### src/rtl/uart_pkg.sv
// Shared UART definitions: FSM states, parity codes and the bit-time divisor.
package uart_pkg;

  typedef enum logic [2:0] {IDLE, START, DATA, PARITY, STOP} uart_state_t;

  localparam int PAR_NONE = 0;
  localparam int PAR_ODD  = 1;
  localparam int PAR_EVEN = 2;

  // Rounded clocks per bit; the receiver uses the same divisor.
  function automatic int clks_per_bit(input int clk_hz, input int baud);
    return (clk_hz + baud / 2) / baud;
  endfunction

endpackage

### src/rtl/uart_baud_tick.sv
// Bit-time counter: wraps every CLKS_PER_BIT cycles; restart forces it to 0 on the next edge.
// tick flags the last cycle of a bit time, pre_tick the cycle before it; no backpressure.
module uart_baud_tick #(
  parameter int CLKS_PER_BIT = 16
) (
  input  logic clk,
  input  logic reset,
  input  logic restart,
  output logic tick,
  output logic pre_tick
);

  localparam int            CW   = $clog2(CLKS_PER_BIT);
  localparam logic [CW-1:0] LAST = CW'(CLKS_PER_BIT - 1);
  localparam logic [CW-1:0] PRE  = CW'(CLKS_PER_BIT - 2);

  if (CLKS_PER_BIT < 2) begin : g_bad_div
    $error("uart_baud_tick: CLKS_PER_BIT must be at least 2");
  end

  logic [CW-1:0] cnt;

  // Wrapping at LAST keeps bit boundaries on exact multiples of CLKS_PER_BIT.
  always_ff @(posedge clk) begin
    if (reset || restart || cnt == LAST) begin
      cnt <= '0;
    end else begin
      cnt <= cnt + 1'b1;
    end
  end

  assign tick     = (cnt == LAST);
  assign pre_tick = (cnt == PRE);

endmodule

### src/rtl/uart_tx_framer.sv
// UART TX framer: byte accepted on tx_valid && tx_ready; start bit drives tx the cycle after accept.
// tx_ready stays low mid-frame (upstream holds its byte) and reopens in the last stop-bit cycle.
module uart_tx_framer #(
  parameter int CLK_HZ    = 60_000_000,
  parameter int BAUD      = 115200,
  parameter int PARITY    = 0,
  parameter int STOP_BITS = 1
) (
  input  logic       clk,
  input  logic       reset,
  input  logic [7:0] tx_data,
  input  logic       tx_valid,
  output logic       tx_ready,
  output logic       tx,
  output logic       busy
);

  import uart_pkg::*;

  localparam int   CLKS_PER_BIT = clks_per_bit(CLK_HZ, BAUD);
  localparam logic LAST_STOP    = (STOP_BITS == 2);

  if (STOP_BITS != 1 && STOP_BITS != 2) begin : g_bad_stop
    $error("uart_tx_framer: STOP_BITS must be 1 or 2");
  end
  if (PARITY < PAR_NONE || PARITY > PAR_EVEN) begin : g_bad_parity
    $error("uart_tx_framer: PARITY must be 0, 1 or 2");
  end

  uart_state_t state_q, state_d;
  logic [7:0]  sh_q, sh_d;
  logic [2:0]  bit_q, bit_d;
  logic        stop_q, stop_d;
  logic        par_q, par_d;
  logic        tx_d, ready_d, busy_d;
  logic        accept, tick, pre_tick;

  assign accept = tx_valid && tx_ready;

  // Restarting on accept aligns the bit grid to the start bit; no further restarts within a frame.
  uart_baud_tick #(
    .CLKS_PER_BIT(CLKS_PER_BIT)
  ) u_baud (
    .clk      (clk),
    .reset    (reset),
    .restart  (accept),
    .tick     (tick),
    .pre_tick (pre_tick)
  );

  always_comb begin
    state_d = state_q;
    sh_d    = sh_q;
    bit_d   = bit_q;
    stop_d  = stop_q;
    par_d   = par_q;

    unique case (state_q)
      IDLE: begin
        if (accept) state_d = START;
      end
      START: begin
        if (tick) begin
          state_d = DATA;
          bit_d   = 3'd0;
        end
      end
      DATA: begin
        if (tick) begin
          sh_d = {1'b0, sh_q[7:1]};
          if (bit_q == 3'd7) begin
            state_d = (PARITY != PAR_NONE) ? uart_pkg::PARITY : STOP;
            stop_d  = 1'b0;
          end else begin
            bit_d = bit_q + 3'd1;
          end
        end
      end
      uart_pkg::PARITY: begin
        if (tick) begin
          state_d = STOP;
          stop_d  = 1'b0;
        end
      end
      STOP: begin
        if (tick) begin
          if (stop_q == LAST_STOP) begin
            state_d = accept ? START : IDLE;
          end else begin
            stop_d = 1'b1;
          end
        end
      end
      default: state_d = IDLE;
    endcase

    // Byte and its parity are captured once; tx_data is ignored for the rest of the frame.
    if (accept) begin
      sh_d  = tx_data;
      par_d = (PARITY == PAR_EVEN) ? ^tx_data : ~^tx_data;
    end

    unique case (state_d)
      START:            tx_d = 1'b0;
      DATA:             tx_d = sh_d[0];
      uart_pkg::PARITY: tx_d = par_d;
      default:          tx_d = 1'b1;
    endcase

    // Ready for the whole of the final stop-bit cycle so frames can run back to back.
    ready_d = (state_d == IDLE) ||
              (state_q == STOP && stop_q == LAST_STOP && pre_tick);
    busy_d  = (state_d != IDLE);
  end

  always_ff @(posedge clk) begin
    if (reset) begin
      state_q  <= IDLE;
      sh_q     <= '0;
      bit_q    <= '0;
      stop_q   <= 1'b0;
      par_q    <= 1'b0;
      tx       <= 1'b1;
      tx_ready <= 1'b0;
      busy     <= 1'b0;
    end else begin
      state_q  <= state_d;
      sh_q     <= sh_d;
      bit_q    <= bit_d;
      stop_q   <= stop_d;
      par_q    <= par_d;
      tx       <= tx_d;
      tx_ready <= ready_d;
      busy     <= busy_d;
    end
  end

endmodule

### config.mk
export PLATFORM = sky130hd
export DESIGN_NAME = uart_tx_framer
export DESIGN_NICKNAME = d
export VERILOG_FILES = /design/src/rtl/uart_pkg.sv /design/src/rtl/uart_baud_tick.sv /design/src/rtl/uart_tx_framer.sv
export SDC_FILE = /design/constraint.sdc
export NUM_CORES = 1
export LEC_CHECK = 0
export CAP_MARGIN = 20
export CORE_MARGIN = 5
export CORE_UTILIZATION = 37
export DETAILED_ROUTE_END_ITERATION = 7
export GPL_ROUTABILITY_DRIVEN = 0
export PLACE_DENSITY_LB_ADDON = 0.3
export RECOVER_POWER = 50
export SETUP_SLACK_MARGIN = 0.2
export SLEW_MARGIN = 10
export SYNTH_ARGS = -nofsm -noshare
export SYNTH_HDL_FRONTEND = slang
export SYNTH_SLANG_ARGS = --single-unit
### constraint.sdc
create_clock -name clk -period 3 [get_ports clk]
set_clock_uncertainty 0.1 [all_clocks]
set_input_delay 0.6 -clock clk [delete_from_list [all_inputs] [get_ports clk]]
set_output_delay 0.6 -clock clk [all_outputs]
set_load 0.1 [all_outputs]
### After elaboration in Yosys (flattened, before gate mapping)

Cells that the tools add are included.

* bits in registers: 29
* output and inout bits: 3
* bits of input ports: 11

* $add $sub $neg: 2
* bitwise logic cells: 1
* reductions and logical operators: 17
* equality and inequality tests: 16
* mux-type cells: 24

Operator list (number)
* $mux 3: 10
* $mux 8: 3
* $eq 10x10->1 const B: 2
* $pmux 3 s5: 1
* $eq 3x2->1 const B: 4
* $ne 2x2->1 const B: 6
* $add 10x1->10 const B: 1
* $reduce_xnor 8->1: 1
* $mux 1: 7
* $eq 3x1->1 const B: 2
* $eq 3x3->1 const B: 2
* $logic_not 3->1: 2
* $pmux 1 s3: 2
* $pmux 3 s2: 1
* $reduce_bool 2->1: 3
* $reduce_bool 3->1: 2
* $reduce_and 5->1: 1
* $reduce_and 4->1: 1
* $add 3x1->3 const B: 1
* $logic_and 1x1->1: 3
* $logic_or 1x1->1: 3
* $reduce_and 2->1: 1
* $not 1->1: 1

### Depth between registers and ports, before layout

Gate-level depths: netlist (run 1).

* depth after elaboration: 7
* mapped depth: 8
* gate-level depth less buffers: 7

### By module

A second synthesis (run 1) with hierarchy kept.

* cells, all modules: 167
* area total of the unflattened synthesis: 1426.4 µm²

By module, submodules not included
* uart_tx_framer: cells an instance 109, times used 1, sequential area each 360.3 µm², area an instance 919.6 µm²
* uart_baud_tick: cells an instance 58, times used 1, sequential area each 200.2 µm², area an instance 506.7 µm²

### Least setup slack after synthesis (run 1)

Ideal clock, no wire load.

* path type: reg2reg
* start point: register u_baud.cnt[4]
* end point: register tx
* cell stages (with the launch flop): 7
* library setup time: 0.130 ns
* period minus slack after synthesis: 2.134 ns
* buffers on the path: 1
* path slack: 0.866 ns
* data required time: 2.770 ns
* arrival: 1.904 ns
* cells stage by stage: dfxtp_1 > or4b_4 > or4_4 > buf_6 > a211oi_2 > a21o_2 > a32oi_1

* word-level cells in the longest chain between the ends: 5
* elaborated cells between the ends (all ways): 13
* classes of those cells: 4 x eq/ne; 9 x mux

Ends and longest elaborated chain
* start, declared: RTL line uart_baud_tick.sv:21 `logic [CW-1:0] cnt;`
* start signal, assigned: RTL line uart_baud_tick.sv:28 `cnt <= cnt + 1'b1;`
* $eq 10x10->1 (*): RTL line uart_baud_tick.sv:32 `assign tick = (cnt == LAST);`
* $mux 3, or another cell as far along: RTL line uart_tx_framer.sv:86 `if (tick) begin`
* $pmux 3 s5 / $mux 8 (equally long branches): RTL line uart_tx_framer.sv:58 `unique case (state_q)`
* $eq 3x2->1, or another cell as far along: RTL line uart_tx_framer.sv:103 `unique case (state_d)`
* $pmux 1 s3 (*): RTL line uart_tx_framer.sv:103
* end signal, assigned: RTL line uart_tx_framer.sv:132 `tx <= tx_d;`
* end, declared: RTL line uart_tx_framer.sv:14 `output logic tx,`

Mark *: on every way between the ends. The rest lies on a longest branch, timed or not. The select of a mux whose other input is x is not followed.
A chain may end at the register's enable or synchronous reset.

### Worst setup path after layout (run 1)

Ends and elaborated chain as after synthesis.

==> impl_metrics.tcl, run 1 <==
set metrics [dict create \
    route.final.wire_length_um 2632 \
    grt_use_met2 0.1965 \
    num-fill-cells 363 \
    slew_headroom 0.2060 \
    cp_max_fo 6 \
    start_kind "flip-flop" \
    hold_class "flip-flop to flip-flop" \
    cellPowerDensity_mw_per_mm2 515.1 \
    drtIter0Drc 35 \
    critical_path_required_ps 3100 \
    clock.fmax_ghz 0.4085 \
    fin_setup_tns_ps 0 \
    p_leak_uw 0.0006246 \
    tightest_slew_ps 1196 \
    path_class "flip-flop to flip-flop" \
    clock_path_buffers 2 \
    netlist_area_mm2 0.001355 \
    wl_per_cell_um 12.59 \
    clk_latency_ps 270 \
    n_antenna_cell 0 \
    synth.avg_cell_area_um2 9.094 \
    num_rows 22 \
    synth.top_cell.area_share 0.4137 \
    grt_util_met1 0.1336 \
    grt_setup_unrepaired "no" \
    ys_top_cells_by_count "dfxtp_1, nor2_1, xnor2_1, nand2_1, mux2i_1" \
    die_w_um 70.52 \
    synthToLayoutAreaGrowth_pct 15.14 \
    final-hold-violation-count 0 \
    track_usage 0.1145 \
    top_usage_layer "met2" \
    cts_buffers 3 \
    syn_inst 149 \
    grt_pass1_wl_um 4602 \
    cp-end-kind "flip-flop" \
    arrival_ps 2550 \
    status "finished clean" \
    synth.most_common_cell "dfxtp_1" \
    cts_tree "built" \
    grt_antenna_before_repair 0 \
    setup_viol 0 \
    dp_slack_ps 700.8 \
    cts_sinks 28 \
    gr-usage-met3 0.03022 \
    fin_crit_ps 2448 \
    synth-edff-count 0 \
    multi_input_area_um2 734.5 \
    max_cap_viol_count 0 \
    port_buffers 13 \
    grt_max_degree 22 \
    drc 0 \
    cts-root-buf "clkbuf_8" \
    synth_area_leader_cell "dfxtp_1" \
    synth-seq-cells 28 \
    initial_core_util 0.3758 \
    async_flop_share 0 \
    hold_buffers 0 \
    peakVddDrop_uv 426.6 \
    slew_violations 0 \
    core_mm2 0.003606 \
    synth_flop_cell "dfxtp_1" \
    num-nets-final 177 \
    clkTransAtPathRegs_ps 90 \
    drt-vias-per-instance 5.057 \
    ctsResizeCount 0 \
    hpwl_um 1992 \
    synth_fp_nets 164 \
    regArea_um2 560.5 \
    h-tree-depth 1 \
    vias 1057 \
    yosys-top-cells-area "dfxtp_1, nor2_1, xnor2_1" \
    ys_warn_count 0 \
    grt-ovfl-total 0 \
    ys_seq_area_frac 0.4137 \
    dieArea_mm2 0.004972 \
    grt_pass1_vias 1016 \
    synth_cell_types 40 \
    drive_gt1_frac 0.08696 \
    postCtsSetupBuffers 0 \
    io-pin-count 14 \
    antenna_left 0 \
    finalWorstSetupSlack_ps 551.7 \
    die_h_um 70.52 \
    layout_worst_path_cycle_share 0.8161 \
    drtPass1Iterations 4 \
]
==> cell type report <==
cell class	count	share of cell area
Tap cell	48	0.03849
Clock inverter	1	0.01925
Timing Repair Buffer	14	0.07618
Clock buffer	3	0.02646
Inverter	4	0.009623
Multi-Input combinational cell	111	0.4707
Sequential cell	28	0.3593
==> state kept, by name, indices dropped and copies added, names as in the netlist <==
| name | count |
|---|---|
| state_q | 3 |
| busy | 1 |
| bit_q | 3 |
| par_q | 1 |
| tx_ready | 1 |
| tx | 1 |
| sh_q | 8 |
| u_baud.cnt | 10 |
==> metrics by stage <==
step / cells / cell area [µm²] / total power, µW / hold WS, ps / utilization
floorplan: 149 / 1355 / 491.0 / 325.8 / -
global placement: 205 / 1513 / 523.7 / 337.1 / 0.4195
detailed placement: 205 / 1513 / 527.2 / 353.2 / 0.4195
CTS: 209 / 1584 / 821.6 / 373.6 / 0.4393
global route: 209 / 1560 / 844.9 / 396.5 / 0.4327
finish: 209 / 1560 / 803.7 / 364.1 / 0.4327
==> layer usage <==
metal | part of all wire | up-vias | wire length [µm]
met4 | 0.017 | 0 | 46
li1 | - | 545 | -
met5 | 0 | - | 0
met1 | 0.48 | 487 | 1256
met3 | 0.042 | 5 | 110
met2 | 0.46 | 20 | 1218
==> cells by family after synthesis <==
logic type | after synthesis | synth area share
mux | 8 | 0.06002
fa+ha+maj | 4 | 0.03694
buf+inv | 10 | 0.03508
simple gates | 60 | 0.2290
flops | 28 | 0.4137
xor+xnor | 15 | 0.09695
compound gates | 24 | 0.1283
==> final timing paths <==
| path | from | endpoint | slack [ps] | cells past startpoint |
|---|---|---|---|---|
| worst max-delay path | u_baud.cnt[4]$_SDFF_PP0_ | tx$_SDFF_PP1_ | 550 | 5 |
| worst min-delay path | u_baud.cnt[0]$_SDFF_PP0_ | u_baud.cnt[0]$_SDFF_PP0_ | 360 | 1 |
| worst max register to register | u_baud.cnt[4]$_SDFF_PP0_ | tx$_SDFF_PP1_ | 550 | 5 |
| worst min register to register | u_baud.cnt[0]$_SDFF_PP0_ | u_baud.cnt[0]$_SDFF_PP0_ | 360 | 1 |
==> worst max-delay path, cell delays in order (launching register included) <==
cell and delay [ps]:
dfxtp_1 350, or4b_1 610, nor3_1 580, mux2_2 420, nor2b_1 150, a32oi_1 180
==> placed cells by master (no fill, tap or decap), types with 6 or more instances in the layout <==
| master | count |
|---|---|
| xnor2_1 | 10 |
| nor2_1 | 25 |
| clkdlybuf4s50_1 | 8 |
| nand3_1 | 6 |
| nand2_1 | 8 |
| a21oi_1 | 6 |
| mux2i_1 | 7 |
| dfxtp_1 | 28 |
| a211oi_1 | 6 |
==> report_power, final <==
group	switching (µW)	internal, µW	total (µW)	leakage, µW
clock	111	179	289	0.0000357
combinational	71.4	44.0	115	0.000361
sequential	11.1	388	399	0.000228
total	193	611	804	0.000625
No activity file was read; power rests on OpenSTA's default activity.
==> run 2, diff against run 1 <==
- clock period: 3 -> 2.5 ns (I/O delays scaled with it)
==> run 2 against run 1 <==
  * Clock-buffer cell count unchanged
  * Wire length grew 2.5%
  * Combinational power up 23%
  * Largest cell class unchanged
==> impl_metrics.tcl, run 2 (synthesis gave the netlist of run 1 again) <==
set metrics [dict create \
    dpl_cell_area_mm2 0.001528 \
    die_w_um 70.52 \
    antenna_left 0 \
    dp_slack_ps 301.6 \
    rr_worst_depth 5 \
    num_rows 22 \
    port_buffers 13 \
    grt_antenna_before_repair 0 \
    route.final.wire_length_um 2699 \
    r2r_end "tx$_SDFF_PP1_" \
    slew_headroom 0.2156 \
    arrival_ps 2300 \
    n_antenna_cell 0 \
    holdPathStages 1 \
    num-nets-final 179 \
    cts-root-buf "clkbuf_8" \
    die_h_um 70.52 \
    synthToLayoutAreaGrowth_pct 16.25 \
    worstHoldStart "u_baud.cnt[0]$_SDFF_PP0_" \
    core_mm2 0.003606 \
    track_usage 0.1137 \
    io-pin-count 14 \
    reg2reg_slack_ps 270 \
    grt_pass1_vias 984 \
    drc 0 \
    max_cap_viol_count 0 \
    finalWorstSetupSlack_ps 267.1 \
    p_leak_uw 0.0006308 \
    final-hold-violation-count 0 \
    layout_commonest_cell "dfxtp_1" \
    stdcell_count 211 \
    grt_max_degree 18 \
    cp_max_fo 10 \
    initial_core_util 0.3758 \
    holdPathEnd "u_baud.cnt[0]$_SDFF_PP0_" \
    grt_setup_unrepaired "no" \
    critical_path_required_ps 2560 \
    drtPass1Iterations 4 \
    clock_path_buffers 2 \
    slew_violations 0 \
    wl_per_cell_um 12.79 \
    h-tree-depth 1 \
    grt_pass1_wl_um 4491 \
    placed_cells 207 \
    clk_latency_ps 280 \
    cts_buffers 3 \
    layout_common_cells "dfxtp_1, nor2_1, xnor2_1, clkdlybuf4s50_1, nand2_1" \
    fin_crit_ps 2233 \
    regToRegStartpoint "u_baud.cnt[4]$_SDFF_PP0_" \
    totalPowerFinal_uw 974.9 \
    clock.fmax_ghz 0.4478 \
    fin_setup_tns_ps 0 \
    grt-ovfl-total 0 \
    tightest_slew_ps 1182 \
    stdcell_area_mm2 0.001575 \
    path_class "flip-flop to flip-flop" \
    hold_buffers 0 \
    dieArea_mm2 0.004972 \
    largest_reg_flops 10 \
    hpwl_um 1970 \
    drtIter0Drc 31 \
    ctsResizeCount 0 \
    peakVddDrop_uv 337.5 \
    drt-vias-per-instance 4.919 \
    start_kind "flip-flop" \
    drive_gt1_frac 0.09816 \
    cellPowerDensity_mw_per_mm2 618.9 \
    layout_worst_path_cycle_share 0.8932 \
    vias 1038 \
    regMostFlops "u_baud.cnt" \
    hold_class "flip-flop to flip-flop" \
    postCtsSetupBuffers 0 \
    cp-end-kind "flip-flop" \
    reg.largest.list "u_baud.cnt (10), sh_q (8)" \
    clkTransAtPathRegs_ps 100 \
    status "finished clean" \
    cts_tree "built" \
    setup_viol 0 \
    cts_sinks 28 \
]
==> run 2: cell count changes in the layout (fill, tap and decap cells not counted), sizes merged <==
cell	change
clkbuf	+1
buf	+1
clkdlybuf4s50	+1
dlygate4sd3	-1
==> run 2: final cells by class <==
| cell class | count | area [µm²] |
|---|---|---|
| flip-flops and latches | 28 | 560.5 |
| multi-input cells | 111 | 738.2 |
| clock inverters | 1 | 30.03 |
| well taps | 48 | 60.06 |
| repair buffers | 16 | 130.1 |
| fillers | 346 | 2031 |
| inverters | 4 | 15.01 |
| clock buffers | 3 | 41.29 |
==> run 2: worst max path at each step <==
stage	from	end	slack, ps
floorplan	u_baud.cnt[4]$_SDFF_PP0_	tx$_SDFF_PP1_	370
finish	u_baud.cnt[4]$_SDFF_PP0_	tx$_SDFF_PP1_	270
CTS	u_baud.cnt[4]$_SDFF_PP0_	tx$_SDFF_PP1_	290
global placement	u_baud.cnt[4]$_SDFF_PP0_	tx$_SDFF_PP1_	330
detailed placement	u_baud.cnt[4]$_SDFF_PP0_	tx$_SDFF_PP1_	300
global route	u_baud.cnt[4]$_SDFF_PP0_	tx$_SDFF_PP1_	190
==> run 2: critical path, cell delays in order, from the launching register on <==
cell,delay [ps]
dfxtp_1,350
or4b_1,590
or4_4,650
a211oi_2,230
a21o_2,130
a32oi_1,80
==> run 2: routing by layer <==
| layer | wire [µm] | part of all wire | up-vias | GRT usage |
|---|---|---|---|---|
| met2 | 1205 | 0.45 | 18 | 0.1788 |
| li1 | - | - | 543 | - |
| met4 | 48 | 0.018 | 0 | 0.06170 |
| met5 | 0 | 0 | - | 0 |
| met1 | 1328 | 0.49 | 473 | 0.1384 |
| met3 | 116 | 0.043 | 4 | 0.03453 |
==> run 2: power by group <==
group / switching [µW] / internal (µW) / leakage [µW]
sequential: 13.2 / 466 / 0.000228
clock: 141 / 215 / 0.0000357
combinational: 86.7 / 54.2 / 0.000367
total: 241 / 734 / 0.000631
==> run 2: stage by stage <==
step	hold slack, ps	utilization
after global routing	384.7	0.4368
after global placement	336.2	0.4237
after detailed placement	352.6	0.4237
after floorplan	325.8	-
final	366.8	0.4368
after CTS	370.0	0.4434
